===== src/rtl/slave_port_pkg.sv =====
// Shared types and helpers for the bus-slave serial transmit port.
package slave_port_pkg;

  // Word width used when the instantiating block does not override it.
  localparam int DEFAULT_DATA_WIDTH = 8;

  // Transmit FSM: waiting for a word, or shifting a frame onto the line.
  typedef enum logic [0:0] {
    IDLE  = 1'b0,
    SHIFT = 1'b1
  } state_e;

  // Width of the bit-position counter for a word of dw bits.
  function automatic int cnt_width(input int dw);
    return (dw > 1) ? $clog2(dw) : 1;
  endfunction

endpackage


===== src/rtl/tx_shift_reg.sv =====
// Load/shift register for one outgoing word. The bit currently on the line
// is held in its own flop so the serial output is registered. A bit counter
// tracks the position of that bit and a registered flag marks the last bit.
module tx_shift_reg
  import slave_port_pkg::*;
#(
  parameter int DATA_WIDTH = DEFAULT_DATA_WIDTH,
  parameter bit LSB_FIRST  = 1'b1
) (
  input  logic                  clk,
  input  logic                  rst_n,
  input  logic                  srst,
  input  logic                  load,
  input  logic                  advance,
  input  logic                  clear,
  input  logic [DATA_WIDTH-1:0] din,
  output logic                  ser_bit,
  output logic                  last
);

  localparam int CNT_W = cnt_width(DATA_WIDTH);
  // Counter value of the second-to-last bit: advancing from here lands on the last bit.
  localparam logic [CNT_W-1:0] PENULT = CNT_W'(DATA_WIDTH - 2);

  logic [DATA_WIDTH-1:0] shreg_r;
  logic [CNT_W-1:0]      cnt_r;
  logic                  bit_r;
  logic                  last_r;

  logic                  first_s;
  logic [DATA_WIDTH-1:0] rest_s;
  logic                  front_s;
  logic [DATA_WIDTH-1:0] shifted_s;

  // Select the bit order: which bit leaves first and which way the rest moves.
  always_comb begin
    first_s   = 1'b0;
    rest_s    = '0;
    front_s   = 1'b0;
    shifted_s = '0;
    if (LSB_FIRST) begin
      first_s   = din[0];
      rest_s    = {1'b0, din[DATA_WIDTH-1:1]};
      front_s   = shreg_r[0];
      shifted_s = {1'b0, shreg_r[DATA_WIDTH-1:1]};
    end else begin
      first_s   = din[DATA_WIDTH-1];
      rest_s    = {din[DATA_WIDTH-2:0], 1'b0};
      front_s   = shreg_r[DATA_WIDTH-1];
      shifted_s = {shreg_r[DATA_WIDTH-2:0], 1'b0};
    end
  end

  // Load puts the first bit straight on the line; advance moves the next bit out.
  always_ff @(posedge clk or negedge rst_n) begin
    if (!rst_n) begin
      shreg_r <= '0;
      cnt_r   <= '0;
      bit_r   <= 1'b0;
      last_r  <= 1'b0;
    end else if (srst || clear) begin
      shreg_r <= '0;
      cnt_r   <= '0;
      bit_r   <= 1'b0;
      last_r  <= 1'b0;
    end else if (load) begin
      shreg_r <= rest_s;
      cnt_r   <= '0;
      bit_r   <= first_s;
      last_r  <= 1'b0;
    end else if (advance) begin
      shreg_r <= shifted_s;
      cnt_r   <= cnt_r + CNT_W'(1);
      bit_r   <= front_s;
      last_r  <= (cnt_r == PENULT);
    end else begin
      shreg_r <= shreg_r;
      cnt_r   <= cnt_r;
      bit_r   <= bit_r;
      last_r  <= last_r;
    end
  end

  assign ser_bit = bit_r;
  assign last    = last_r;

endmodule


===== src/rtl/slave_tx_serializer.sv =====
// Parallel-to-serial transmit port for bus slaves. Words are accepted via a
// valid/ready handshake gated by master_ready, captured at the handshake and
// shifted out one bit per clock with a qualifying strobe. An optional holding
// register lets a second word queue behind the one being shifted so frames
// follow each other with no idle cycle.
module slave_tx_serializer
  import slave_port_pkg::*;
#(
  parameter int DATA_WIDTH = DEFAULT_DATA_WIDTH,
  parameter bit LSB_FIRST  = 1'b1,
  parameter bit BUFFERED   = 1'b1
) (
  input  logic                  clk,
  input  logic                  rst_n,
  input  logic                  srst,
  input  logic                  master_ready,
  input  logic                  slave_valid,
  input  logic [DATA_WIDTH-1:0] datain,
  output logic                  slave_ready,
  output logic                  tx_data,
  output logic                  tx_valid,
  output logic                  slave_tx_done,
  output logic                  busy
);

  state_e                state_r;
  state_e                state_nxt_s;
  logic [DATA_WIDTH-1:0] hold_r;
  logic                  hold_full_r;
  logic                  hold_full_nxt_s;
  logic                  hold_load_s;
  logic                  slave_ready_r;
  logic                  busy_r;
  logic                  tx_valid_r;

  logic                  accept_s;
  logic                  load_s;
  logic                  adv_s;
  logic                  clr_s;
  logic [DATA_WIDTH-1:0] load_word_s;
  logic                  ser_bit_s;
  logic                  last_s;

  assign accept_s = slave_valid & master_ready & slave_ready_r;

  // Next-state, shifter control and hold-register control.
  always_comb begin
    state_nxt_s     = state_r;
    hold_full_nxt_s = hold_full_r;
    hold_load_s     = 1'b0;
    load_s          = 1'b0;
    adv_s           = 1'b0;
    clr_s           = 1'b0;
    load_word_s     = datain;
    case (state_r)
      IDLE: begin
        // An idle accept bypasses the hold register straight into the shifter.
        if (accept_s) begin
          load_s      = 1'b1;
          state_nxt_s = SHIFT;
        end else begin
          clr_s = 1'b1;
        end
      end
      SHIFT: begin
        if (last_s) begin
          // Chain the next word in with no gap if one is held or arriving now.
          if (hold_full_r) begin
            load_s          = 1'b1;
            load_word_s     = hold_r;
            hold_full_nxt_s = 1'b0;
          end else if (accept_s) begin
            load_s = 1'b1;
          end else begin
            clr_s       = 1'b1;
            state_nxt_s = IDLE;
          end
        end else begin
          adv_s = 1'b1;
          if (accept_s && (BUFFERED == 1'b1)) begin
            hold_load_s     = 1'b1;
            hold_full_nxt_s = 1'b1;
          end else begin
            hold_load_s = 1'b0;
          end
        end
      end
      default: begin
        clr_s           = 1'b1;
        state_nxt_s     = IDLE;
        hold_full_nxt_s = 1'b0;
      end
    endcase
  end

  // FSM state, hold register and registered handshake/status outputs.
  always_ff @(posedge clk or negedge rst_n) begin
    if (!rst_n) begin
      state_r       <= IDLE;
      hold_r        <= '0;
      hold_full_r   <= 1'b0;
      slave_ready_r <= 1'b1;
      busy_r        <= 1'b0;
      tx_valid_r    <= 1'b0;
    end else if (srst) begin
      state_r       <= IDLE;
      hold_r        <= '0;
      hold_full_r   <= 1'b0;
      slave_ready_r <= 1'b1;
      busy_r        <= 1'b0;
      tx_valid_r    <= 1'b0;
    end else begin
      state_r     <= state_nxt_s;
      hold_full_r <= hold_full_nxt_s;
      if (hold_load_s) begin
        hold_r <= datain;
      end else begin
        hold_r <= hold_r;
      end
      if (BUFFERED == 1'b1) begin
        slave_ready_r <= ~hold_full_nxt_s;
      end else begin
        slave_ready_r <= (state_nxt_s == IDLE);
      end
      busy_r     <= (state_nxt_s == SHIFT) | hold_full_nxt_s;
      tx_valid_r <= (state_nxt_s == SHIFT);
    end
  end

  tx_shift_reg #(
    .DATA_WIDTH (DATA_WIDTH),
    .LSB_FIRST  (LSB_FIRST)
  ) u_shift (
    .clk     (clk),
    .rst_n   (rst_n),
    .srst    (srst),
    .load    (load_s),
    .advance (adv_s),
    .clear   (clr_s),
    .din     (load_word_s),
    .ser_bit (ser_bit_s),
    .last    (last_s)
  );

  assign slave_ready   = slave_ready_r;
  assign busy          = busy_r;
  assign tx_valid      = tx_valid_r;
  assign tx_data       = ser_bit_s;
  assign slave_tx_done = last_s;

endmodule


===== config.mk =====
export PLATFORM = sky130hd
export DESIGN_NAME = slave_tx_serializer
export DESIGN_NICKNAME = d
export VERILOG_FILES = /design/src/rtl/slave_port_pkg.sv /design/src/rtl/tx_shift_reg.sv /design/src/rtl/slave_tx_serializer.sv
export SDC_FILE = /design/constraint.sdc
export NUM_CORES = 1
export LEC_CHECK = 0
export ABC_AREA = 1
export CORE_AREA = 3 3 70 46
export DETAILED_ROUTE_END_ITERATION = 16
export DIE_AREA = 0 0 73 49
export GPL_TIMING_DRIVEN = 0
export PLACE_DENSITY = 0.82
export SETUP_SLACK_MARGIN = 0.05
export SYNTH_ARGS = -nofsm -noshare
export SYNTH_HDL_FRONTEND = slang
export SYNTH_SLANG_ARGS = --single-unit

===== constraint.sdc =====
create_clock -name clk -period 1.12 [get_ports clk]
set_input_delay 0.224 -clock clk [delete_from_list [all_inputs] [get_ports clk]]
set_output_delay 0.224 -clock clk [all_outputs]
set_load 0.05 [all_outputs]

# After elaboration in Yosys (flattened, before gate mapping)
# Cells that the tools add are included.
dict set report totals {
  regBits 25
  input_bits 13
  out_inout_bits 5
  word_cells 57
}
dict set report classes {
  addsub 1
  eq_ne 1
  n_mux 38
  bitwise 5
  reduce_logical 3
}
# cell count
set op_table {}
lappend op_table {{$mux W8} 8}
lappend op_table {{$mux W1} 24}
lappend op_table {{$mux W3} 3}
lappend op_table {{$pmux W1 S2} 3}
lappend op_table {{$add A3 B1 Y3 const B} 1}
lappend op_table {{$eq A3 B3 Y1 const B} 1}
lappend op_table {{$reduce_bool A3 Y1} 1}
lappend op_table {{$and A1 B1 Y1} 2}
lappend op_table {{$not A1 Y1} 2}
lappend op_table {{$reduce_bool A2 Y1} 1}
lappend op_table {{$logic_or A1 B1 Y1} 1}
lappend op_table {{$or A1 B1 Y1} 1}

# Longest topological paths before layout
dict set report logic_depth {
  word_depth 8
  mapped_depth 7
  depth_no_buf 7
}

# Modules after synthesis
# A second synthesis with hierarchy kept.
dict set report hier_totals {
  cells_unflattened 164
  area_unflattened_um2 1383.8
}
# mod instances cells_each area_per_inst_um2 seq_area_each_um2
set by_module_without_submodules {}
lappend by_module_without_submodules {slave_tx_serializer 1 88 704.4 301.5}
lappend by_module_without_submodules {tx_shift_reg 1 76 679.4 300.3}

# Least setup slack after synthesis
# No wires, ideal clock.
dict set report synth_path {
  kind {reg2reg}
  start {register tx_valid (netlist name)}
  end {register u_shift.bit_r, in the netlist u_shift.ser_bit}
  setup_time_ns 0.117
  t_arrival_ns 1.366
  required_ns 1.003
  path_slack_ns -0.363
  path_stages_with_launch 7
  path_buffers 1
  synth_period_minus_slack_ns 1.483
  path_cell_list {dfrtp_1 -> nand3_4 -> buf_6 -> nand2_1 -> o21ai_2 -> nor2_1 -> nor2_1}
}
# element line_no
set synth_rtl {}
lappend synth_rtl {{end signal, assigned} tx_shift_reg.sv:69} ;# bit_r <= first_s;
lappend synth_rtl {{end signal, assigned} tx_shift_reg.sv:74} ;# bit_r <= front_s;
lappend synth_rtl {{end signal, assigned} tx_shift_reg.sv:79} ;# bit_r <= bit_r;
lappend synth_rtl {{end, declared} tx_shift_reg.sv:27} ;# logic bit_r;

# Worst setup path after layout
dict set report layout_path {
  start {register slave_ready_r, in the netlist slave_ready}
  end {register u_shift.shreg_r[2]}
}
dict set report layout_via {
  elab_chain_len 7
  word_cells_on_any_way 13
  cone_classes {mux: 10; bitwise: 1; reduce/logical: 2}
}
# element line_no
set layout_lines {}
lappend layout_lines {{start, declared} slave_tx_serializer.sv:32} ;# logic slave_ready_r;
lappend layout_lines {{start signal, assigned} slave_tx_serializer.sv:121} ;# slave_ready_r <= ~hold_full_nxt_s;
lappend layout_lines {{start signal, assigned} slave_tx_serializer.sv:123} ;# slave_ready_r <= (state_nxt_s == IDLE);
lappend layout_lines {{$and A1 B1 Y1 (*)} slave_tx_serializer.sv:44} ;# assign accept_s = slave_valid & master_ready & slave_ready_r;
lappend layout_lines {{$mux W1} {slave_tx_serializer.sv:58, slave_tx_serializer.sv:72}}
lappend layout_lines {{$mux W1} slave_tx_serializer.sv:68} ;# if (hold_full_r) begin
lappend layout_lines {{$mux W1} slave_tx_serializer.sv:66} ;# if (last_s) begin
lappend layout_lines {{$pmux W1 S2} slave_tx_serializer.sv:55} ;# case (state_r)
lappend layout_lines {{$mux W8 / $logic_or A1 B1 Y1 (equally long branches)} {tx_shift_reg.sv:66, tx_shift_reg.sv:61}}
lappend layout_lines {{$mux W8 / $reduce_bool A3 Y1 (equally long branches)} -}
lappend layout_lines {{end signal, assigned} tx_shift_reg.sv:67} ;# shreg_r <= rest_s;
lappend layout_lines {{end signal, assigned} tx_shift_reg.sv:72} ;# shreg_r <= shifted_s;
lappend layout_lines {{end signal, assigned} tx_shift_reg.sv:77} ;# shreg_r <= shreg_r;
lappend layout_lines {{end, declared} tx_shift_reg.sv:25} ;# logic [DATA_WIDTH-1:0] shreg_r;
# Mark *: on every way between the ends. The rest lies on a longest branch, timed or not.
# A chain may end at the register's enable or synchronous reset.

==> flow_metrics.tcl <==
set metrics [dict create \
    outcome "complete, but fails checks" \
    violations "hold timing, setup timing" \
    grt_max_degree 25 \
    final_nets 179 \
    grt_pass1_wl_um 4090 \
    final_common_cell "nand2_1" \
    fmax_mhz 771 \
    final_cell_mix "27 x nand2_1, 20 x dfrtp_1, 14 x inv_1" \
    worst_path_most_repeated_cell "nor2_1" \
    seq_area_frac_synth_pct 49.4 \
    antenna_found_initial 0 \
    cp.required_ps 1280 \
    skew_ps 3.51 \
    fin_setup_tns_ps -3100 \
    viasPerCell 4.86 \
    worstPathArrival_ps 1460 \
    dpl.hpwl_um 1750 \
    num_io_pins 18 \
    crit_slowest_cell "dfstp_2" \
    hold_slack_ps -60.7 \
    worst_pin_slew_ps 577 \
    clockBufferDepth 2 \
    cp_num_buf_inv 2 \
    grt_pass1_vias 884 \
    cp-start-kind "flop" \
    p_leak_nw 0.803 \
    fillers 199 \
    syn_inst 134 \
    wl_um 2480 \
    drcViolationCount 0 \
    cap_viol_max_count 0 \
    post_synth_num_cell_types 23 \
    holdBufCountCts 0 \
    netlist_area_um2 1220 \
    p_total_mw 1.78 \
    cts-root-buf "clkbuf_8" \
    post-route-period-util_pct 116 \
    cp-end-kind "flop" \
    period_minus_slack_ps 1300 \
    cts_sinks 24 \
    die_width_um 73 \
    final-max-slew-violation-count 0 \
    die-area_um2 3580 \
    drive_gt1_share_pct 36.2 \
    regArea_um2 606 \
    setup_ws_ps -177 \
    cts_tree "yes" \
    vdd_ir_drop_max_mv 0.483 \
    cp_max_fo 8 \
    path_cells "inv_2, nor2_4, nand2_4, nand2_8, inv_4, nor2_1, nor2_1" \
    rows 14 \
    clk_pin_slew_worst_paths_ps 80 \
    ant_nets 0 \
    synth_warnings 0 \
    start_util_pct 48.0 \
    cp_top_family "flip-flops" \
    syn_avg_cell_area_um2 9.09 \
    drtIter0Drc 39 \
    synthToLayoutAreaGrowth_pct 35.7 \
    p_per_area_nw_per_um2 1080 \
    dr.pass1.iters 5 \
    setup_viol 23 \
    vias 947 \
    ys_ff_latch 24 \
    die_h_um 49 \
    multi_input_area_um2 611 \
    post-route-util_pct 65.1 \
    htreeDepth 1 \
    io_buffers 17 \
    rsz0062_at_grt "true" \
    fp.coreArea_um2 2540 \
    clk_latency_ps 260 \
    critical_path_class "reg2reg" \
    hold_viol 23 \
    globalplace.congestion 0.801 \
    wire_per_inst_um 12.7 \
    grt_overflow_total 0 \
    relSlewSlack_pct 61.5 \
    grt_use_total_pct 14.7 \
    syn_nets 149 \
    diodes 0 \
    cts_made_buffers 3 \
    hold_class "in2async" \
    slowest_delay_ps 560 \
    post-place-ws_ps -487 \
]
[cells by family after synthesis]
logic type	share of synthesized area [%]
fa+ha+maj	2.05
flops	49.4
compound gates	8.32
buf+inv	7.80
simple gates	31.7
xor+xnor	0.719
[layer usage]
metal,vias to the layer above,global-route usage (%),part of all wire (%)
li1,477,-,-
met1,443,21.4,46
met2,27,22.3,46
met3,0,5.14,7.9
met4,0,0,0
met5,-,0,0
[state kept, by name, indices dropped and copies added, names as in the netlist]
register and cells:
busy 1, hold_full_r 1, hold_r 8, slave_ready 1, tx_valid 1, u_shift.cnt_r 3, u_shift.last 1, u_shift.ser_bit 1
u_shift.shreg_r 7
[repair_timing]
action	in CTS	in global routing
hold endpoints to repair	0	15
setup endpoints to repair	51	50
resized for setup	45	21
buffers inserted	4	4
pin swaps	6	6
[synthesized netlist by cell type]
cell / instances / area, um^2
nand2_1: 32 / 120
dfrtp_1: 23 / 576
nor2_1: 16 / 60.1
inv_1: 15 / 56.3
nand3b_1: 7 / 52.6
o21ai_2: 7 / 61.3
nand2_4: 5 / 56.3
nor3_1: 4 / 20.0
o21ai_0: 4 / 20.0
o21ai_1: 4 / 20.0
buf_6: 2 / 22.5
ha_1: 2 / 25.0
inv_2: 2 / 7.51
nand2_2: 2 / 12.5
dfstp_2: 1 / 26.3
inv_6: 1 / 8.76
nand3_1: 1 / 5.00
nand3_2: 1 / 10.0
nand3_4: 1 / 17.5
nand4_1: 1 / 6.26
nor2_2: 1 / 6.26
nor2_8: 1 / 20.0
xnor2_1: 1 / 8.76
[metrics by stage]
| step | std cells | instance area (um^2) |
|---|---|---|
| 5_1_grt | 195 | 1650 |
| 4_1_cts | 191 | 1570 |
| 6_report | 195 | 1650 |
| 3_3_place_gp | 183 | 1440 |
| 2_1_floorplan | 134 | 1230 |
| 3_5_place_dp | 183 | 1440 |
[worst reg2reg max path, delay by kind of cell, from the launching register on]
family | cells | cell delay, ps
and+or+nand+nor | 5 | 530
DFF | 1 | 560
buffers and inverters | 2 | 110
[power by group]
| part | switching (mW) | internal (mW) |
|---|---|---|
| Clock | 0.266 | 0.314 |
| Combinational | 0.176 | 0.122 |
| Sequential | 0.0157 | 0.891 |
| Total | 0.457 | 1.33 |
[path summary, 6_finish.rpt]
check | from | endpoint | slack, ps | cells after the start
max | slave_ready | u_shift.shreg_r[2] | -180 | 7
min | rst_n | busy | -60 | 1
max reg2reg | slave_ready | u_shift.shreg_r[2] | -180 | 7
min reg2reg | u_shift.cnt_r[0] | u_shift.cnt_r[0] | 470 | 1
max in group asynchronous | rst_n | u_shift.last | 770 | 1
min in group clk | u_shift.cnt_r[0] | u_shift.cnt_r[0] | 470 | 1
[layout make-up]
class	instances	area share [%]
Timing Repair Buffer	25	14.8
Sequential cell	24	36.6
Buffer	2	1.36
Multi-Input combinational cell	90	36.9
Inverter	18	4.54
Tap cell	32	2.42
Clock buffer	4	3.33
Note: power is estimated with default switching activity, not from simulation.
